**src/rtl/nrisc_dmem_arbiter.sv**
```systemverilog
// Data-memory port arbiter for the nRisc core: shares one synchronous-read RAM
// between the core load/store path and a host/debug port, stalling the core as needed.
module nrisc_dmem_arbiter #(
    parameter int HOST_WAIT_MAX = 4,
    parameter int ADDR_W        = 8,
    parameter int DATA_W        = 8
) (
    input  logic              Clock,
    input  logic              Reset,
    input  logic              CoreRead,
    input  logic              CoreWrite,
    input  logic [ADDR_W-1:0] CoreAddr,
    input  logic [DATA_W-1:0] CoreWData,
    output logic [DATA_W-1:0] CoreRData,
    output logic              CoreStall,
    input  logic              HostReq,
    input  logic              HostWe,
    input  logic [ADDR_W-1:0] HostAddr,
    input  logic [DATA_W-1:0] HostWData,
    output logic              HostGnt,
    output logic [DATA_W-1:0] HostRData,
    output logic              HostValid,
    output logic [ADDR_W-1:0] MemAddr,
    output logic [DATA_W-1:0] MemWData,
    output logic              MemWrite,
    output logic              MemRead,
    input  logic [DATA_W-1:0] MemRData
);

    typedef enum logic [1:0] {
        IDLE    = 2'd0,
        CORE_RD = 2'd1,
        HOST_RD = 2'd2
    } state_t;

    localparam logic [3:0] WAIT_MAX = 4'(HOST_WAIT_MAX);

    state_t     state_r;
    state_t     nextState_s;
    logic [3:0] starveCnt_r;
    logic [3:0] starveNext_s;
    logic       coreReq_s;
    logic       coreWins_s;
    logic       hostWins_s;

    // Request decode and priority: the host only overrides the core once starved.
    always_comb begin
        coreReq_s  = CoreRead | CoreWrite;
        coreWins_s = coreReq_s & (~HostReq | (starveCnt_r < WAIT_MAX));
        hostWins_s = HostReq & (~coreReq_s | (starveCnt_r == WAIT_MAX));
    end

    // Next-state, starvation counter and memory/handshake outputs.
    always_comb begin
        nextState_s  = state_r;
        starveNext_s = starveCnt_r;
        MemAddr      = {ADDR_W{1'b0}};
        MemWData     = {DATA_W{1'b0}};
        MemWrite     = 1'b0;
        MemRead      = 1'b0;
        HostGnt      = 1'b0;
        CoreStall    = 1'b0;
        CoreRData    = {DATA_W{1'b0}};
        if (!Reset) begin
            nextState_s  = IDLE;
            starveNext_s = 4'd0;
        end else begin
            case (state_r)
                IDLE: begin
                    if (coreWins_s) begin
                        MemAddr = CoreAddr;
                        // A simultaneous read and write is a write.
                        if (CoreWrite) begin
                            MemWrite = 1'b1;
                            MemWData = CoreWData;
                        end else begin
                            MemRead     = 1'b1;
                            CoreStall   = 1'b1;
                            nextState_s = CORE_RD;
                        end
                        if (HostReq && (starveCnt_r < WAIT_MAX)) begin
                            starveNext_s = starveCnt_r + 4'd1;
                        end else begin
                            starveNext_s = starveCnt_r;
                        end
                    end else if (hostWins_s) begin
                        HostGnt      = 1'b1;
                        MemAddr      = HostAddr;
                        CoreStall    = coreReq_s;
                        starveNext_s = 4'd0;
                        if (HostWe) begin
                            MemWrite = 1'b1;
                            MemWData = HostWData;
                        end else begin
                            MemRead     = 1'b1;
                            nextState_s = HOST_RD;
                        end
                    end else begin
                        nextState_s = IDLE;
                    end
                end
                CORE_RD: begin
                    CoreRData   = MemRData;
                    nextState_s = IDLE;
                end
                HOST_RD: begin
                    CoreStall   = coreReq_s;
                    nextState_s = IDLE;
                end
                default: begin
                    nextState_s = IDLE;
                end
            endcase
        end
    end

    // State, starvation counter and registered host read return.
    always_ff @(posedge Clock) begin
        if (!Reset) begin
            state_r     <= IDLE;
            starveCnt_r <= 4'd0;
            HostRData   <= {DATA_W{1'b0}};
            HostValid   <= 1'b0;
        end else begin
            state_r     <= nextState_s;
            starveCnt_r <= starveNext_s;
            HostValid   <= (state_r == HOST_RD);
            if (state_r == HOST_RD) begin
                HostRData <= MemRData;
            end else begin
                HostRData <= HostRData;
            end
        end
    end

endmodule

```
**config.mk**
```make
export PLATFORM = sky130hd
export DESIGN_NAME = nrisc_dmem_arbiter
export DESIGN_NICKNAME = d
export VERILOG_FILES = /design/src/rtl/nrisc_dmem_arbiter.sv
export SDC_FILE = /design/constraint.sdc
export NUM_CORES = 1
export LEC_CHECK = 0
export CAP_MARGIN = 20
export CORE_MARGIN = 10
export CORE_UTILIZATION = 29
export DETAILED_ROUTE_END_ITERATION = 16
export PLACE_DENSITY = 0.76
export SYNTH_ARGS = -nofsm -noshare
export SYNTH_HDL_FRONTEND = slang
export SYNTH_SLANG_ARGS = --single-unit
```
**constraint.sdc**
```tcl
create_clock -name Clock -period 1.4 [get_ports Clock]
set_clock_uncertainty 0.1 [all_clocks]
set_input_delay 0.21 -clock Clock [delete_from_list [all_inputs] [get_ports Clock]]
set_output_delay 0.21 -clock Clock [all_outputs]
set_load 0.005 [all_outputs]
```
After elaboration in Yosys (flattened, before gate mapping). Index checks and enable logic that the tools add are counted.

Register bits after elaboration: 15. Word-level logic and storage cells: 64.

Bitwise logic cells: 7. $lt $le $gt $ge: 1. Add/sub/neg operators: 1. Reductions and logical operators: 6. Equality and inequality tests: 6. Muxes and demuxes: 39.

Operators by type and width (count): two-way mux 8 bit (12); two-way mux 1 bit (19); two-way mux 4 bit (3); two-way mux 2 bit (4); adder 4 x 1 -> 4 bit (second input constant) (1); == test 4 x 3 -> 1 bit (second input constant) (1); less-than comparator 4 x 3 -> 1 bit (second input constant) (1); AND reduction 2 bit (2); inequality test 3 bit (second input constant) (1); OR 1 bit (3); AND reduction 3 bit (1); bitwise AND 1 bit (2); == test 2 x 1 -> 1 bit (second input constant) (1); == test 2 bit (second input constant) (1); logical NOT 2 bit (1); inequality test 2 x 1 -> 1 bit (second input constant) (1); inequality test 2 bit (second input constant) (1); NOT 1 bit (2); case mux 1 bit (2 select lines) (1); nonzero test 2 bit (1); logical AND 1 bit (1).

Logic depth before layout (Yosys ltp). Gate-level depths: netlist of run 1.

Word-level depth: 8. Depth in mapped cells: 7.

Worst setup path after synthesis of run 1. Ideal clock, no wire load.

Kind: flip-flop to output port. Start point: register starveCnt_r[0]. End point: output port MemAddr[0]. Path buffers: 1. Path slack: -0.220 ns. Data required time: 1.090 ns. Arrival time: 1.310 ns. Stages on the path, launching flop included: 8. Path through: dfxtp_1 > inv_1 > ha_1 > and3b_1 > o21a_1 > buf_6 > a22oi_1 > nor2_1.

Word-level cells in the longest chain between the ends: 7. Elaborated cells on any way between the ends: 10.

Ends and longest elaborated chain: from (decl) (RTL line 40) `logic [3:0] starveCnt_r;`; from (signal assigned) (RTL line 126) `starveCnt_r <= starveNext_s;`; branches (longest 4 deep; another with less-than comparator 4 x 3 -> 1 bit); two-way mux 8 bit (*) (RTL line 70) `if (coreWins_s) begin`; two-way mux 8 bit (*) (RTL line 68) `case (state_r)`; two-way mux 8 bit (*) (RTL line 64) `if (!Reset) begin`; to (decl) (RTL line 23) `output logic [ADDR_W-1:0] MemAddr,`.

Every way passes the cells marked *.

Worst setup path after layout of run 1.
Start point: register starveCnt_r[0]. End point: output port MemWData[5].

Word-level cells in the longest chain between the ends: 7. Elaborated cells on any way between the ends: 10.

Ends and longest elaborated chain: branches (longest 4 deep; another with less-than comparator 4 x 3 -> 1 bit); two-way mux 8 bit (*) (RTL line 70); two-way mux 8 bit (*) (RTL line 68); two-way mux 8 bit (*) (RTL line 64); to (decl) (RTL line 24) `output logic [DATA_W-1:0] MemWData,`.

Marked as above.

==> out/summary.md, run 1 <==
The tools report the number of antenna violations at the first check in global routing as 0. Excluding fillers, the count of instances in the completed layout stands at 313. The run gives 0.00620 sq mm as the die outline area. Post-route worst setup slack: -0.702 ns. The most common cell type on the critical path is sky130_fd_sc_hd__buf_6.

The tools report the placeable core area as 0.00334 sq mm. Summed over all failing endpoints, the final setup total negative slack is -15.78 ns. The class of the tightest hold or removal check is in2reg. Counting every net in the synthesized netlist gives 188. The worst slew margin relative to its limit was 67.6%.

The delay contributed by the slowest stage of the critical path came out at 0.33 ns. For this design the top-level I/O count stands at 83. The final layout contains 316 nets. Across the run, the number of max-cap violations was 0. The tools report the pin count of the biggest net entering global routing as 12.

Once detail routing completed, the nets flagged for antenna violations numbered 0. The number of clock sinks is 15, and the shortest period the worst path allows is 2.10 ns. The critical path goes through inv_2, ha_4, and3b_2, o21a_1, buf_6, buf_6, nand2_8, o22ai_2, buf_2. Data on the critical path arrives at its endpoint at 1.79 ns. The worst setup path is of the reg2out kind.

The number of enable flip-flop cells after synthesis is 0, and the starting DRC count in detailed routing is 46. For this run, asynchronously set or reset flops after synthesis account for 0%. The logs give 3.39 mm for the total half-perimeter wirelength after legalization and detailed placement and 280 for the fill cell total of the finished layout. For this block, the via count after detailed routing is 1,512.

Of the cells placed in the final design, the portion with a size suffix greater than 1 is 46.8%. The die is 78.8 um tall. For the post-route total power, the log shows 0.00118 W. Setup repair after global routing could not meet its margin everywhere. In the global route stage, overall resource usage came out at 13.7%. Together, buffers and inverters on the worst path number 4. At the pin with the least slew margin, the transition time is 0.484 ns.

The run gives 0 as the leftover overflow at the end of global routing. The depth of the CTS H-tree is 1. The flow ran to the end, but the final reports show violations. From left edge to right edge, the die measures 78.8 um. After detailed routing, the number of vias per cell comes to 4.83.

The run gives 21 as the number of rows in the core area. TritonCTS built the clock tree. The top cell types in the final layout, fill and taps aside, are sky130_fd_sc_hd__clkdlybuf4s50_1 (43), sky130_fd_sc_hd__nand2_1 (34), sky130_fd_sc_hd__buf_4 (33), sky130_fd_sc_hd__buf_2 (21), sky130_fd_sc_hd__buf_6 (19). The mean post-synth cell area came out at 7.15 sq um.

The biggest area contributor in the post-synthesis netlist is sky130_fd_sc_hd__dfxtp_1. The run gives 1.09 ns as the data required time of the worst path. The Yosys step of the flow raised 0 warnings. Sorting the synthesized cells by area gives the leading types as sky130_fd_sc_hd__dfxtp_1 (30%), sky130_fd_sc_hd__nand2_1 (13%), sky130_fd_sc_hd__a22oi_1 (6.0%).

In this run the static leakage power is 1.07 nW. For the number of pins exceeding their max-slew limit in the final report, the log shows 0. The fraction of the cycle the final worst path needs is 150%.

The first global-routing pass estimated 7.07 mm of wire. The area added between synthesis and finish is 136%, and the routed wire length is 4.67 mm. The later pin in the worst-skew pair is clocked with a latency of 0.28 ns.

The tools report the setup violation total in the final timing report as 30. STA classifies the critical path endpoint as an output port. The library cell contributing the largest single delay on the critical path is sky130_fd_sc_hd__dfxtp_2.

Routability-driven placement finished with a final weighted congestion of 0.886. Kind of start point of the critical path: a flip-flop. Summed over its instances, the top area cell type makes up 30.0% of the synthesized netlist area.

For this run, the leading register cell type out of synthesis is sky130_fd_sc_hd__dfxtp_1. Remaining routing DRC violations: 0. The power per unit of standard cell area works out to 499 mW/mm^2.

Root buffer cell: sky130_fd_sc_hd__clkbuf_4. After clock tree synthesis, the clock-pin slew on the worst setup and hold paths is 0.08 ns. After detailed routing, the average wire length per cell comes to 14.9 um. The length of the first detailed-routing pass in iterations is 4. Leaving out fill and tap cells, the most frequent cell in the layout is sky130_fd_sc_hd__clkdlybuf4s50_1. The tools report the post-synthesis instance area as 0.00100 sq mm. The tools report the number of cells after detailed placement as 296. Counting the buffers created by CTS gives 3. The maximum vdd drop was 304 uV; the hold violation count in the final report was 0. The initial utilization of the core area, before any placement, comes to 30.0%. Derived from the worst setup path, the maximum achievable clock frequency is 0.476 GHz.

The via count of the first global-routing pass was 1,603. The longest clock path from root to sink contains 2 buffers. In this design, the largest share of critical-path delay is due to buffers and inverters. The checks that failed: negative setup slack. 0 antenna diodes ended up in the layout.

The synthesized instance count was 140; the register area share after synthesis was 30.0%. In this run, synthesis produced a sequential element count of 15. The count of buffers from port buffering is 82, and the number of different library cells in the post-synthesis netlist is 34.

The maximum fanout along the worst path was 4.
==> worst register-to-register path, delay by kind of cell (launching register included) <==
| family | cells | cell delay, ns |
|---|---|---|
| compound gates | 3 | 0.44 |
| fa+ha+maj | 1 | 0.15 |
| buf+inv | 3 | 0.28 |
| flops | 1 | 0.34 |
| simple gates | 1 | 0.20 |
==> cells in the mapped netlist, types with 2 or more instances <==
library cell / number
sky130_fd_sc_hd__a22oi_1: 8
sky130_fd_sc_hd__nor3_1: 3
sky130_fd_sc_hd__o21a_1: 2
sky130_fd_sc_hd__nor2_2: 2
sky130_fd_sc_hd__a211oi_1: 2
sky130_fd_sc_hd__a21oi_1: 11
sky130_fd_sc_hd__nand2_1: 35
sky130_fd_sc_hd__inv_1: 4
sky130_fd_sc_hd__dfxtp_1: 15
sky130_fd_sc_hd__o22ai_1: 8
sky130_fd_sc_hd__nor2_1: 11
sky130_fd_sc_hd__buf_2: 3
sky130_fd_sc_hd__and3_1: 2
sky130_fd_sc_hd__o21ai_0: 6
sky130_fd_sc_hd__and2_1: 8
sky130_fd_sc_hd__ha_1: 2
==> per-stage QoR <==
stage          setup slack (ns)  hold slack, ns  area [sq um]  utilization (%)
6_report                 -0.702           0.307          2360             70.9
5_1_grt                  -0.782           0.315          2360             70.9
4_1_cts                  -0.708           0.356          2270             68.1
3_5_place_dp             -0.890           0.346          2160             64.8
3_3_place_gp             -0.839           0.343          2160             64.8
2_1_floorplan            -0.160           0.189          1050                -
==> kinds of logic (layout without fill, tap and decap cells) <==
family                     count (synthesis)  in the layout  synth area share (%)
AOI/OAI and AO/OA                         42             42                  27.1
DFF                                       15             15                  30.0
buffers and inverters                     11            137                  5.62
adders and majority gates                  2              2                  2.50
and+or+nand+nor                           70             71                  34.8
==> state kept, by name, summed over array words and instances, names as in the netlist <==
name	count
HostRData	8
HostValid	1
starveCnt_r	4
state_r	2
==> area by class of cell <==
cell class / count / area, sq um / area share [%]
well taps: 46 / 57.6 / 2.43
repair buffers: 128 / 1120 / 47.2
flip-flops and latches: 15 / 312 / 13.2
clock buffers: 4 / 26.3 / 1.11
inverters: 5 / 18.8 / 0.794
multi-input cells: 115 / 833 / 35.2
==> timing repair <==
| item | CTS | global route |
|---|---|---|
| endpoints found under the hold margin | 0 | 0 |
| pin swaps | 27 | 11 |
| gates resized for setup | 156 | 25 |
| endpoints found under the setup margin | 38 | 33 |
| setup buffers | 13 | 4 |
| hold buffers | 0 | 0 |
| gates cloned | 1 | 0 |
==> layer usage <==
layer / wire length (um) / track usage (%)
met4: 58 / 4.30
met3: 570 / 7.55
met5: 0 / 0
met1: 1910 / 14.4
met2: 2130 / 23.0
==> where the power goes <==
part	internal [W]	switching (W)
clock	0.000111	0.000135
sequential	0.000434	0.00000821
combinational	0.000298	0.000195
==> worst paths after layout <==
kind | start | endpoint | slack (ns) | depth (start not counted)
setup reg to reg | starveCnt_r[0]$_SDFFE_PN0P_ | starveCnt_r[2]$_SDFFE_PN0P_ | -0.17 | 8
hold / removal | HostReq | starveCnt_r[1]$_SDFFE_PN0P_ | 0.31 | 4
setup / recovery | starveCnt_r[0]$_SDFFE_PN0P_ | MemWData[5] | -0.70 | 9
hold reg to reg | HostRData[4]$_SDFFE_PN0P_ | HostRData[4]$_SDFFE_PN0P_ | 0.35 | 2
Power figures use the tool's default switching activity.
==> run 2: changes to the inputs <==
Settings changed: TNS_END_PERCENT set to 30.
==> run 2 against run 1 <==
The flow still finishes with violations (negative setup slack). Total power shrank 3.6%. Routed wire length shrank 12%. Design area shrank 7.7%. Flip-flop and latch count is the same. First-iteration DRC count shrank 24%. Core utilization shrank 5.5 points. Sequential power is essentially flat. Sequential share of layout area grew 0.87 points. Critical endpoint is now MemAddr[7].
==> out/summary.md, run 2 (same netlist as run 1, synthesis figures left out) <==
The run gives 77.1% (was 67.6%) as the worst slew margin relative to its limit. The internal power of the cells was 0.000821 W (was 0.000842 W). Register bank with the most flops: HostRData (unchanged). Leading cell type in the layout, fill and taps excluded: sky130_fd_sc_hd__clkdlybuf4s50_1 (unchanged).

The remaining antenna violation count after routing is 0 (unchanged). Worst path arrival time: 1.79 ns (about the same). Total leakage power: 1.01 nW (was 1.07 nW). For the hold violation count in the final report, the log shows 0 (unchanged). The tools report the diode insertion count for antenna repair as 0 (unchanged).

The power share of the combinational group is 39.1% (was 41.7%), and the total half-perimeter wirelength after legalization and detailed placement is 3.32 mm (was 3.39 mm). The tools report the root buffer cell as sky130_fd_sc_hd__clkbuf_4 (unchanged). The maximum fanout along the worst path is 3 (was 4), and the setup violation total in the final timing report is 31 (was 30). For the length of the first detailed-routing pass in iterations, the log shows 4 (unchanged). For the first-pass GRT wire length, the log shows 6.57 mm (was 7.07 mm).

The flow ran to the end, but the final reports show violations. The via count of the first global-routing pass is 1,466 (was 1,603), and the die boundary height is 78.8 um (unchanged). The buffering stage count on the worst path with inverters included works out to 4 (unchanged).

For the number of clock sinks, the log shows 15 (unchanged). The area added between synthesis and finish works out to 118% (was 136%). The library cell contributing the largest single delay on the critical path is sky130_fd_sc_hd__dfxtp_2 (unchanged). The share of cells above drive strength 1 works out to 37.5% (was 46.8%). The tools report the die outline area as 0.00620 sq mm (unchanged). The post-detailed-route wirelength per cell is 13.6 um (was 14.9 um). The run gives 0.00334 sq mm (unchanged) as the placeable core area. The run gives 0.000317 W (was 0.000338 W) as the reported net switching power.

Switching share of power: 27.9% (was 28.7%). The category of the worst setup path capture point is an output port (unchanged). The run gives 0 (unchanged) as the count of hold-fix buffers inserted at cts.

The sequential share of power was 39.1% (was 37.5%). The shortest period the worst path allows works out to 2.10 ns (about the same). For the clock latency reported for the late side of the worst-skew pair, the log shows 0.28 ns (about the same). The routed wire length came out at 4.11 mm (was 4.67 mm). The count of buffers from port buffering was 82 (unchanged). The most common cell type on the critical path was sky130_fd_sc_hd__buf_6 (unchanged). The tools report the global-route total usage across every layer as 12.6% (was 13.7%).

Worst hold-check slack: 0.327 ns (was 0.307 ns). The worst slack at placement is -0.937 ns (was -0.890 ns), and the number of pins exceeding their max-slew limit in the final report is 0 (unchanged). The fraction of the cycle the final worst path needs is 150% (about the same).

Failing checks: negative setup slack (unchanged). The run gives -0.29 ns (was -0.17 ns) as the register-to-register setup slack. The tools report the starting DRC count in detailed routing as 35 (was 46). The run gives 1.09 ns (about the same) as the data required time of the worst path. The class of the tightest hold or removal check was in2reg (unchanged).

The flip-flop count of the largest register after layout is 8 (unchanged). Registers with the most flip-flops: HostRData: 8 flops, starveCnt_r: 4 flops, state_r: 2 flops (unchanged). The tools report the depth of the CTS H-tree as 1 (unchanged). Maximum clock frequency: 0.477 GHz (was 0.476 GHz). Kind of critical path: reg2out (unchanged). The power per unit of standard cell area works out to 521 mW/mm^2 (was 499 mW/mm^2). The routability congestion estimate from global placement is 0.797 (was 0.886), and the number of placed I/O pins is 83 (unchanged).

The clock power share was 21.9% (was 20.9%). The maximum vdd drop is 231 uV (was 304 uV). Number of violations of the max-capacitance limit: 0 (unchanged). Pin count of the biggest net entering global routing: 18 (was 12).

Cell chain of the critical path: inv_2, ha_4, and3b_2, o21a_1, buf_6, buf_6, a22oi_2, nor2_1, buf_2 (was inv_2, ha_4, and3b_2, o21a_1, buf_6, buf_6, nand2_8, o22ai_2, buf_2). The kind of start point of the critical path was a flip-flop (unchanged). The delay contributed by the slowest stage of the critical path was 0.35 ns (was 0.33 ns). The transition time at the pin with the least slew margin was 0.344 ns (was 0.484 ns). The kind of cell with the highest combined delay on the critical path was buffers and inverters (unchanged). Top library cells by usage in the layout, fill and taps aside: sky130_fd_sc_hd__clkdlybuf4s50_1 (44), sky130_fd_sc_hd__nand2_1 (35), sky130_fd_sc_hd__buf_4 (26), sky130_fd_sc_hd__buf_2 (22) (was sky130_fd_sc_hd__clkdlybuf4s50_1 (43), sky130_fd_sc_hd__nand2_1 (34), sky130_fd_sc_hd__buf_4 (33), sky130_fd_sc_hd__buf_2 (21), sky130_fd_sc_hd__buf_6 (19)).

The clock-pin transition on the worst setup and hold timing paths was 0.09 ns (was 0.08 ns); the width of the die was 78.8 um (unchanged). The deepest clock path buffer count is 2 (unchanged), and the average via count per standard cell is 4.65 (was 4.83). Setup repair after global routing could not meet its margin everywhere. For the via count of the routed design, the log shows 1,403 (was 1,512).

The run gives 305 (was 316) as the net count of the finished layout. The logs give 3 (unchanged) for the number of buffers created by CTS and 0 (unchanged) for the remaining routing DRC violations. TritonCTS built the clock tree. The logs give 0 (unchanged) for the leftover overflow at the end of global routing and 30.0% (unchanged) for the initial core utilization. Number of rows in the core area: 21 (unchanged). The number of antenna violations at the first check in global routing came out at 0 (unchanged). For the post-route worst setup slack, the log shows -0.699 ns (was -0.702 ns).
run 2: worst paths after layout:
kind | end | startpoint | depth (start not counted)
max | MemAddr[7] | starveCnt_r[1]$_SDFFE_PN0P_ | 9
min reg2reg | HostRData[6]$_SDFFE_PN0P_ | HostRData[6]$_SDFFE_PN0P_ | 2
min | state_r[1]$_SDFFE_PN0P_ | HostReq | 4
max reg2reg | starveCnt_r[2]$_SDFFE_PN0P_ | starveCnt_r[1]$_SDFFE_PN0P_ | 9
run 2: metal layers:
metal | global-route usage (%) | wire, um | vias to the layer above
met3 | 8.56 | 615 | 2
met4 | 3.23 | 20 | 0
met5 | 0 | 0 | -
li1 | - | - | 724
met2 | 20.0 | 1780 | 69
met1 | 13.5 | 1690 | 608
run 2: per-stage QoR:
step | utilization [%] | cell area [sq um] | std cells | total power, W | setup TNS, ns
6_report | 65.4 | 2180 | 302 | 0.00114 | -15.48
5_1_grt | 65.4 | 2180 | 302 | 0.00120 | -18.29
4_1_cts | 64.4 | 2150 | 301 | 0.00115 | -16.23
3_5_place_dp | 63.8 | 2130 | 291 | 0.000902 | -23.67
3_3_place_gp | 63.8 | 2130 | 291 | 0.000899 | -22.54
2_1_floorplan | - | 1050 | 140 | 0.000593 | -2.85
run 2: area by class of cell:
class	instances	area, sq um
Inverter	5	18.8
Tap cell	46	57.6
Timing Repair Buffer	117	1030
Fill cell	310	1150
Sequential cell	15	307
Multi-Input combinational cell	115	746
Clock buffer	4	26.3
run 2: timing repair:
action                                  CTS  global route
resized for setup                       116            15
endpoints found under the setup margin   39            33
buffers inserted                          6             1
gates cloned                              1             0
pin swaps                                18             8
run 2: power groups by stage:
stage	Clock [W]	Combinational, W	Sequential (W)
after floorplan	0	0.000137	0.000456
after detailed placement	0	0.000448	0.000454
final	0.000249	0.000444	0.000444
after global routing	0.000272	0.000486	0.000446
after CTS	0.000263	0.000440	0.000444
after global placement	0	0.000445	0.000453
run 2: worst reg2reg max path, cell delays in order (launching register included):
cell,delay [ns]
sky130_fd_sc_hd__dfxtp_2,0.35
sky130_fd_sc_hd__inv_2,0.04
sky130_fd_sc_hd__ha_4,0.15
sky130_fd_sc_hd__and3b_2,0.20
sky130_fd_sc_hd__o21a_1,0.19
sky130_fd_sc_hd__buf_6,0.14
sky130_fd_sc_hd__buf_12,0.12
sky130_fd_sc_hd__buf_6,0.10
sky130_fd_sc_hd__a21oi_2,0.10
sky130_fd_sc_hd__a21boi_2,0.14
